--- config.mk ---
export PLATFORM = sky130hd
export DESIGN_NAME = sprite_record_fifo
export DESIGN_NICKNAME = d
export VERILOG_FILES = /design/src/rtl/sprite_record_fifo.sv
export SDC_FILE = /design/constraint.sdc
export NUM_CORES = 2
export LEC_CHECK = 0
export BUFFER_PORTS_ARGS = -buffer_cell sky130_fd_sc_hd__buf_4
export CORE_ASPECT_RATIO = 1.75
export CORE_MARGIN = 3
export CORE_UTILIZATION = 40
export CTS_CLUSTER_DIAMETER = 100
export DETAILED_ROUTE_END_ITERATION = 7
export GPL_ROUTABILITY_DRIVEN = 0
export GPL_TIMING_DRIVEN = 0
export SLEW_MARGIN = 20
export SYNTH_ARGS = -nofsm -noshare
export SYNTH_HDL_FRONTEND = slang
export SYNTH_SLANG_ARGS = --single-unit
--- constraint.sdc ---
create_clock -name clock -period 4.26 [get_ports clock]
set_input_delay 1.065 -clock clock [delete_from_list [all_inputs] [get_ports clock]]
set_output_delay 1.065 -clock clock [all_outputs]
set_load 0.05 [all_outputs]
--- src/rtl/sprite_record_fifo.sv ---
// sprite_record_fifo: deserialises a strobed byte stream into 6-byte sprite
// records (id, x, y, scale) and queues them in a circular buffer whose head
// is presented to the renderer over a valid/ready handshake.
//
// Handshake: out_valid is high whenever count>0 and is independent of
// out_ready; a record is consumed on a rising clock edge where both
// out_valid and out_ready are high. Head fields are stable while out_valid
// is high and no pop occurs.
//
// Optional feature: define SPRITE_FIFO_STATS_EN to add the saturating
// dropped_records and aborted_frames counters.
//
// dbg_byte_idx exposes the assembler state (byte index) for checkers.
module sprite_record_fifo #(
  parameter int DEPTH       = 64,
  parameter int AFULL_LEVEL = DEPTH - 4,
  parameter int SYNC_STAGES = 2
) (
  input  logic                     clock,
  input  logic                     reset_n,
  input  logic                     data_clk,
  input  logic                     enqueue_en,
  input  logic [7:0]               enqueue_data,
  input  logic                     flush,
  input  logic                     out_ready,
  output logic                     out_valid,
  output logic [7:0]               out_id,
  output logic [15:0]              out_x,
  output logic [15:0]              out_y,
  output logic [7:0]               out_scale,
  output logic [$clog2(DEPTH):0]   count,
  output logic                     almost_full,
  output logic                     overflow,
  output logic [2:0]               dbg_byte_idx
`ifdef SPRITE_FIFO_STATS_EN
  ,
  output logic [15:0]              dropped_records,
  output logic [15:0]              aborted_frames
`endif
);

  localparam int AW = $clog2(DEPTH);
  localparam int CW = AW + 1;
  localparam logic [CW-1:0] DEPTH_C = CW'(DEPTH);
  localparam logic [CW-1:0] AFULL_C = CW'(AFULL_LEVEL);

  // Assembler states: index of the next byte expected in the record.
  localparam logic [2:0] IDX_ID = 3'd0;
  localparam logic [2:0] IDX_XH = 3'd1;
  localparam logic [2:0] IDX_XL = 3'd2;
  localparam logic [2:0] IDX_YH = 3'd3;
  localparam logic [2:0] IDX_YL = 3'd4;
  localparam logic [2:0] IDX_SC = 3'd5;

  // Byte strobe synchroniser and edge detector.
  logic [SYNC_STAGES-1:0] sync_q;
  logic                   sync_prev_q;
  logic                   byte_evt_q;

  // Assembler state and staged bytes {id, xh, xl, yh, yl}.
  logic [2:0]  idx_q, idx_d;
  logic [39:0] stage_q, stage_d;
  logic        commit;
  logic [47:0] commit_rec;

  // Queue state.
  logic [47:0]   mem [DEPTH];
  logic [AW-1:0] wr_ptr_q, wr_ptr_d;
  logic [AW-1:0] rd_ptr_q, rd_ptr_d;
  logic [CW-1:0] count_q, count_d;
  logic          overflow_q, overflow_d;
  logic          pop, do_pop, push, drop;
  logic [47:0]   head;

  // Synchronise data_clk, then register the rising-edge detection.
  always_ff @(posedge clock or negedge reset_n) begin
    if (!reset_n) begin
      sync_q      <= '0;
      sync_prev_q <= 1'b0;
      byte_evt_q  <= 1'b0;
    end else begin
      sync_q      <= {sync_q[SYNC_STAGES-2:0], data_clk};
      sync_prev_q <= sync_q[SYNC_STAGES-1];
      byte_evt_q  <= sync_q[SYNC_STAGES-1] & ~sync_prev_q;
    end
  end

  // Assembler next state: capture bytes on events, commit at the scale byte.
  always_comb begin
    idx_d   = idx_q;
    stage_d = stage_q;
    commit  = 1'b0;
    if (!enqueue_en) begin
      idx_d = IDX_ID;
    end else if (byte_evt_q) begin
      case (idx_q)
        IDX_ID: begin stage_d[39:32] = enqueue_data; idx_d = IDX_XH; end
        IDX_XH: begin stage_d[31:24] = enqueue_data; idx_d = IDX_XL; end
        IDX_XL: begin stage_d[23:16] = enqueue_data; idx_d = IDX_YH; end
        IDX_YH: begin stage_d[15:8]  = enqueue_data; idx_d = IDX_YL; end
        IDX_YL: begin stage_d[7:0]   = enqueue_data; idx_d = IDX_SC; end
        IDX_SC: begin commit = 1'b1;                 idx_d = IDX_ID; end
        default: idx_d = IDX_ID;
      endcase
    end
    if (flush) begin
      idx_d = IDX_ID;
    end
  end

  assign commit_rec = {stage_q, enqueue_data};

  // Push/pop arbitration; flush overrides both.
  always_comb begin
    pop    = out_valid & out_ready;
    do_pop = pop & ~flush;
    push   = commit & ~flush & ((count_q < DEPTH_C) | pop);
    drop   = commit & ~flush & ~push;

    wr_ptr_d   = wr_ptr_q;
    rd_ptr_d   = rd_ptr_q;
    count_d    = count_q;
    overflow_d = overflow_q | drop;
    if (flush) begin
      wr_ptr_d   = '0;
      rd_ptr_d   = '0;
      count_d    = '0;
      overflow_d = 1'b0;
    end else begin
      if (push)   wr_ptr_d = wr_ptr_q + AW'(1);
      if (do_pop) rd_ptr_d = rd_ptr_q + AW'(1);
      case ({push, do_pop})
        2'b10:   count_d = count_q + CW'(1);
        2'b01:   count_d = count_q - CW'(1);
        default: count_d = count_q;
      endcase
    end
  end

  // Assembler and queue state registers.
  always_ff @(posedge clock or negedge reset_n) begin
    if (!reset_n) begin
      idx_q      <= IDX_ID;
      stage_q    <= '0;
      wr_ptr_q   <= '0;
      rd_ptr_q   <= '0;
      count_q    <= '0;
      overflow_q <= 1'b0;
    end else begin
      idx_q      <= idx_d;
      stage_q    <= stage_d;
      wr_ptr_q   <= wr_ptr_d;
      rd_ptr_q   <= rd_ptr_d;
      count_q    <= count_d;
      overflow_q <= overflow_d;
    end
  end

  // Record storage; contents are deliberately not reset.
  always_ff @(posedge clock) begin
    if (push) begin
      mem[wr_ptr_q] <= commit_rec;
    end
  end

  // Head outputs are zero whenever the queue is empty (including reset).
  assign head        = mem[rd_ptr_q];
  assign out_valid   = (count_q != '0);
  assign out_id      = out_valid ? head[47:40] : 8'h00;
  assign out_x       = out_valid ? head[39:24] : 16'h0000;
  assign out_y       = out_valid ? head[23:8]  : 16'h0000;
  assign out_scale   = out_valid ? head[7:0]   : 8'h00;
  assign count       = count_q;
  assign almost_full = (count_q >= AFULL_C);
  assign overflow    = overflow_q;
  assign dbg_byte_idx = idx_q;

`ifdef SPRITE_FIFO_STATS_EN
  logic [15:0] dropped_q;
  logic [15:0] aborted_q;
  logic        abort_evt;

  // A frame abort is enable dropping while a record is partially staged.
  assign abort_evt = ~enqueue_en & (idx_q != IDX_ID);

  // Saturating statistics counters, cleared by flush.
  always_ff @(posedge clock or negedge reset_n) begin
    if (!reset_n) begin
      dropped_q <= '0;
      aborted_q <= '0;
    end else if (flush) begin
      dropped_q <= '0;
      aborted_q <= '0;
    end else begin
      if (drop && dropped_q != 16'hFFFF)      dropped_q <= dropped_q + 16'd1;
      if (abort_evt && aborted_q != 16'hFFFF) aborted_q <= aborted_q + 16'd1;
    end
  end

  assign dropped_records = dropped_q;
  assign aborted_frames  = aborted_q;
`endif

endmodule

=== Word-level counts from Yosys, hierarchy flattened ===
Memories as Yosys holds them, arrays and structs flattened.
Index checks and enable logic that the tools add are counted.

* Flip-flop bits (word level): 67
* Latch bits: 0
* Memory bits (writable): 3072
* Memory bits (read-only): 0
* Bits of input ports: 14
* Output and inout port bits: 61
* Word-level logic and storage cells: 69
* Memories: 1

{| class="wikitable"
|+ Memory list
! name !! words !! width !! read ports !! clocked after Yosys merged registers in !! wr ports !! RTL line !! source
|-
| mem || 64 || 48 || 1 || 0 || 1 || 67 || <nowiki>logic [47:0] mem [DEPTH];</nowiki>
|}

* Add/sub/neg operators: 4
* Multipliers: 0
* Div/mod/pow operators: 0
* Order comparisons: 2
* Eq/ne operators: 8
* Shift-type cells: 0
* Muxes and demuxes: 20
* Bitwise operators: 11
* Reduce and logical (&&, ||, !) cells: 10

{| class="wikitable"
|+ Operator list
! cell !! count
|-
| $mux W16 || 2
|-
| $mux W6 || 4
|-
| $mux W8 || 2
|-
| $pmux W3 S5 || 1
|-
| $reduce_and A3 Y1 || 5
|-
| $pmux W7 S2 || 1
|-
| $add A6 B1 Y6 const B || 2
|-
| $mux W3 || 3
|-
| $add A7 B1 Y7 const B || 1
|-
| $ge A7 B6 Y1 const B || 1
|-
| $lt A7 B7 Y1 const B || 1
|-
| $mux W7 || 1
|-
| $reduce_bool A7 Y1 || 1
|-
| $sub A7 B1 Y7 const B || 1
|-
| $and A1 B1 Y1 || 6
|-
| $eq A3 B2 Y1 const B || 2
|-
| $eq A3 B3 Y1 const B || 2
|-
| $mux W1 || 6
|-
| $reduce_bool A2 Y1 || 2
|-
| $eq A3 B1 Y1 const B || 1
|-
| $logic_not A3 Y1 || 1
|-
| $ne A3 B1 Y1 const B || 1
|-
| $not A1 Y1 || 3
|-
| $reduce_bool A3 Y1 || 1
|-
| other kinds (3) || 4
|}

=== Longest topological paths before layout ===
* Depth after elaboration: 10
* Gate-level depth with buffers: 12

=== Worst setup path after synthesis ===
OpenSTA, ideal clock, no wires.

* Path kind: input to register
* Start point: in enqueue_en
* End point: mem mem[63][0] (enable)
* Arrival time: 4.194 ns
* Data required time: 3.806 ns
* Setup slack: -0.388 ns
* Cell stages on the path: 6
* Path through: nand2_1 nor4_2 and2_0 clkbuf_1 nand2_1 nor2_1

* Cells in the longest elaborated chain, start to end: 5

{| class="wikitable"
|+ Ends and longest elaborated chain
! element !! RTL line !! source
|-
| start, declared || 22 || <nowiki>input logic enqueue_en,</nowiki>
|-
| $mux W1 || 93 || <nowiki>if (!enqueue_en) begin</nowiki>
|-
| $and A1 B1 Y1 (2 in a row) || 117 || <nowiki>push = commit & ~flush & ((count_q < DEPTH_C) | pop);</nowiki>
|-
| $mux W1 || 161 || <nowiki>if (push) begin</nowiki>
|-
| $mux W1 (implied by the code) || 162 || <nowiki>mem[wr_ptr_q] <= commit_rec;</nowiki>
|-
| end, declared || 67 ||
|}

No other way between the ends.

=== Final worst setup path ===
* Start point: reg count_q[0] (netlist: count[0])
* End point: out out_scale[5]

* Cells in the longest elaborated chain, start to end: 2

{| class="wikitable"
|+ Ends and longest elaborated chain
! element !! RTL line !! source
|-
| start, declared || 70 || <nowiki>logic [CW-1:0] count_q, count_d;</nowiki>
|-
| start signal, assigned || 154 || <nowiki>count_q <= count_d;</nowiki>
|-
| $reduce_bool A7 Y1 || 168 || <nowiki>assign out_valid = (count_q != '0);</nowiki>
|-
| $mux W8 || 172 || <nowiki>assign out_scale = out_valid ? head[7:0] : 8'h00;</nowiki>
|-
| end, declared || 30 || <nowiki>output logic [7:0] out_scale,</nowiki>
|}

No other way between the ends.

==> out/qor.csv <==
stage;metric;value;unit
synth;fraction of the mapped netlist area in adder cells;0.0417;%
detailed_routing;Antenna Violating Nets Remaining;0;
worst_setup_path;startpoint types;flip-flop;
floorplanning;Ports;75;
sta;final hold violations;0;
synth;Seq cells post-synth;3139;
worst_setup_path;crit path buf inv count;3;
floorplanning;core area;298000;um2
finish;fin util;49.7;%
sta;setup ws final;-1130;ps
worst_setup_path;slowest CP cell;nor3_2;
synth;Synth cell types;61;
sta;FMAX;185;MHz
sta;Clock Skew;64.5;ps
clock_tree;CTS tree;yes;
sta;worst slew pin tran;1320;ps
finish;area occupied by multi-input gates;26800;um2
clock_tree;CTS H-Tree Depth;5;
finish;share of layout cells above drive strength 1;39.1;%
worst_setup_path;Req. time, crit path;3190;ps
synth;number of synthesis warnings;0;
place;PortBufs;74;
synth;cells after synthesis;5147;
job;maxcap violations;0;
synth;Post-Synthesis Net Count;5165;
power;static leakage;47.3;nW
sta;hold slack;211;ps
synth;asr flop ratio synth;2.13;%
floorplanning;Die X;420;um
synth;combinational family with the most area after synthesis;multiplexers;
floorplanning;Die H;731;um
synth;Synth Area in Compound Gates;1.58;%
synth;top cell type by total area after synthesis;edfxtp_1;
synth;top cells by area, synth;edfxtp_1 (77%), mux4_2 (16%), mux2i_1 (1.5%);
sta;Tmin final;5390;ps
global_routing;overall routing resource usage;28.2;%
global_routing;vias in the first global route;63220;
finish;most common cell after layout, fill and taps aside;edfxtp_1;
place;HPWL Detailed;303000;um
sta;Pins Over Slew Limit;0;
worst_setup_path;cell family with most CP delay;simple AND/OR/NAND/NOR gates;
floorplanning;Initial Util;40.3;%
worst_setup_path;crit path kind;reg -> out;
synth;syn avg cell area;23.3;um2
finish;most frequent cells in the layout;edfxtp_1 (3,072), mux4_2 (830), clkbuf_16 (297), buf_12 (229), buf_4 (184);
sta;setup TNS;-36280;ps
synth;Synth Flop Type;edfxtp_1;
detailed_routing;initial DRC count;10116;
finish;Syn-to-layout area delta;23.3;%
clock_tree;CTS Buf Count;277;
floorplanning;# rows;265;
power;Power Density;554;nW/um2
detailed_routing;Via-to-Cell Ratio;6.40;
synth;Post-Synth Simple-Gate Area;1.39;%
run_status;status;finished with violations;
clock_tree;Worst-Skew Late Latency;900;ps
global_routing;first-pass GRT wire length;572000;um
synth;top cell type's share of synthesized area;76.8;%
clock_tree;clock-pin slew on the worst setup and hold paths;70;ps
clock_tree;CTS root buf;clkbuf_16;
finish;FF/Latch Area;94000;um2
synth;EDFF count, synth;3072;
run_status;failing checks;setup timing;
synth;mux share of post-synthesis cell area;17.5;%
global_routing;initial antenna violation count;11;
power;Power, Total;82.0;mW
worst_setup_path;CP startpoint;count[0];
synth;Mapped Area;120000;um2
finish;FILL cells;22783;
worst_setup_path;worst-path cell chain;nor3_2, a21oi_4, buf_4, clkbuf_2, o211ai_1, nand2_2, buf_8;
floorplanning;DIE AREA;307000;um2
clock_tree;# clock sinks;3139;
worst_setup_path;Crit. End Element;output pin;
sta;final setup fails;48;
synth;Synth Area in XOR/XNOR;0.109;%
detailed_routing;drt wl/cell;43.4;um
detailed_routing;Pre-antenna DRT Iters;8;
global_routing;largest net degree at the start of global routing;70;
detailed_routing;DRT Wirelength;437000;um
global_routing;total global routing overflow;0;
sta;period utilization;127;%
finish;Nets;6002;
clock_tree;Max Buffers Root-to-Sink;4;
worst_setup_path;reg2reg start;dbg_byte_idx[0];
min_path;Tightest Hold Check Type;in -> async;
sta;unrepaired setup endpoints after global routing;true;
detailed_routing;Via Count;64416;
synth;sequential fraction of the synthesis area;78.2;%
worst_setup_path;slowest stage delay, CP;880;ps
power;Peak supply drop;0.447;mV
worst_setup_path;CP Max Fanout;10;
worst_setup_path;WP data arrival;4330;ps
detailed_routing;Remaining DRCs;0;
sta;Slew HR;11.7;%
cell usage after synthesis (5+ instances only):
cell	instances
edfxtp_1	3072
o21ai_0	47
mux4_2	830
o2111ai_1	6
and2_1	8
nand3_1	36
buf_2	77
nand2_1	119
xor2_1	8
o221ai_1	6
nor2b_1	14
inv_1	5
a32oi_1	20
buf_6	22
o211ai_1	9
a211oi_1	10
a21oi_1	42
a31oi_1	16
mux2i_1	177
nand3b_1	5
a22oi_1	67
a221oi_1	11
nand2b_1	9
mux2_2	45
nor2_1	152
o22ai_1	26
dfrtp_1	67
clkbuf_1	90
buf_1	43
xnor2_1	7
buf_4	40
nor3_1	13
state kept, by name (all words and copies together), names as in the netlist:
| register | flops |
|---|---|
| rd_ptr_q | 6 |
| stage_q | 40 |
| count | 7 |
| dbg_byte_idx | 3 |
| wr_ptr_q | 6 |
| overflow | 1 |
| mem | 3072 |
| sync_q | 2 |
| byte_evt_q | 1 |
| sync_prev_q | 1 |
where the power goes:
group	switching, mW	internal, mW
sequential	0.429	34.3
clock	11.4	14.5
combinational	11.8	9.51
layer usage:
| metal | global-route usage (%) | wire length [um] | up-vias |
|---|---|---|---|
| li1 | - | - | 23657 |
| met1 | 31.7 | 135000 | 34492 |
| met2 | 46.4 | 214000 | 4851 |
| met3 | 6.24 | 43800 | 1412 |
| met4 | 22.4 | 43600 | 4 |
| met5 | 0 | 23 | - |
cell type report:
cell class,count,area share [%]
well taps,3871,3.27
plain buffers,266,2.18
clock inverters,131,1.05
multi-input cells,1730,18.1
repair buffers,564,6.84
inverters,6,0.0169
diodes,10,0.0169
clock buffers,349,5.06
flip-flops and latches,3139,63.5
worst paths after layout:
check / endpoint / slack [ps] / cells past startpoint
max: out_scale[5] / -1130 / 7
min: stage_q[36] / 210 / 1
max reg2reg: mem[63][32] / 90 / 9
min reg2reg: sync_q[1] / 350 / 0
max in group asynchronous: stage_q[38] / 3330 / 2
min in group clock: sync_q[0] / 280 / 1
logic make-up after synthesis:
kind of cell / count (synthesis)
xor gates and xnor gates: 15
buffers and inverters: 278
muxes: 1052
adders and majority gates: 4
AOI/OAI and AO/OA: 279
and+or+nand+nor: 380
DFF: 3139
worst reg2reg max path, delay by kind of cell (launching register included):
kind | cells | cell delay (ps)
simple gates | 5 | 2430
buf+inv | 4 | 1040
flops | 1 | 370
stage by stage:
| stage | cells | setup slack, ps | cell area, um2 |
|---|---|---|---|
| detailed placement | 9407 | -1890 | 134000 |
| finish | 10066 | -1130 | 148000 |
| CTS | 9937 | -979 | 146000 |
| global route | 10059 | -974 | 148000 |
| floorplan | 5147 | -388 | 120000 |
| global placement | 9092 | -6420 | 125000 |
timing repair:
action | in CTS | in global routing
hold buffers | 0 | 0
setup buffers | 51 | 119
endpoints found under the setup margin | 49 | 79
pin swaps | 50 | 91
resized for setup | 770 | 243
gates cloned | 3 | 8
Power figures use the tool's default switching activity.
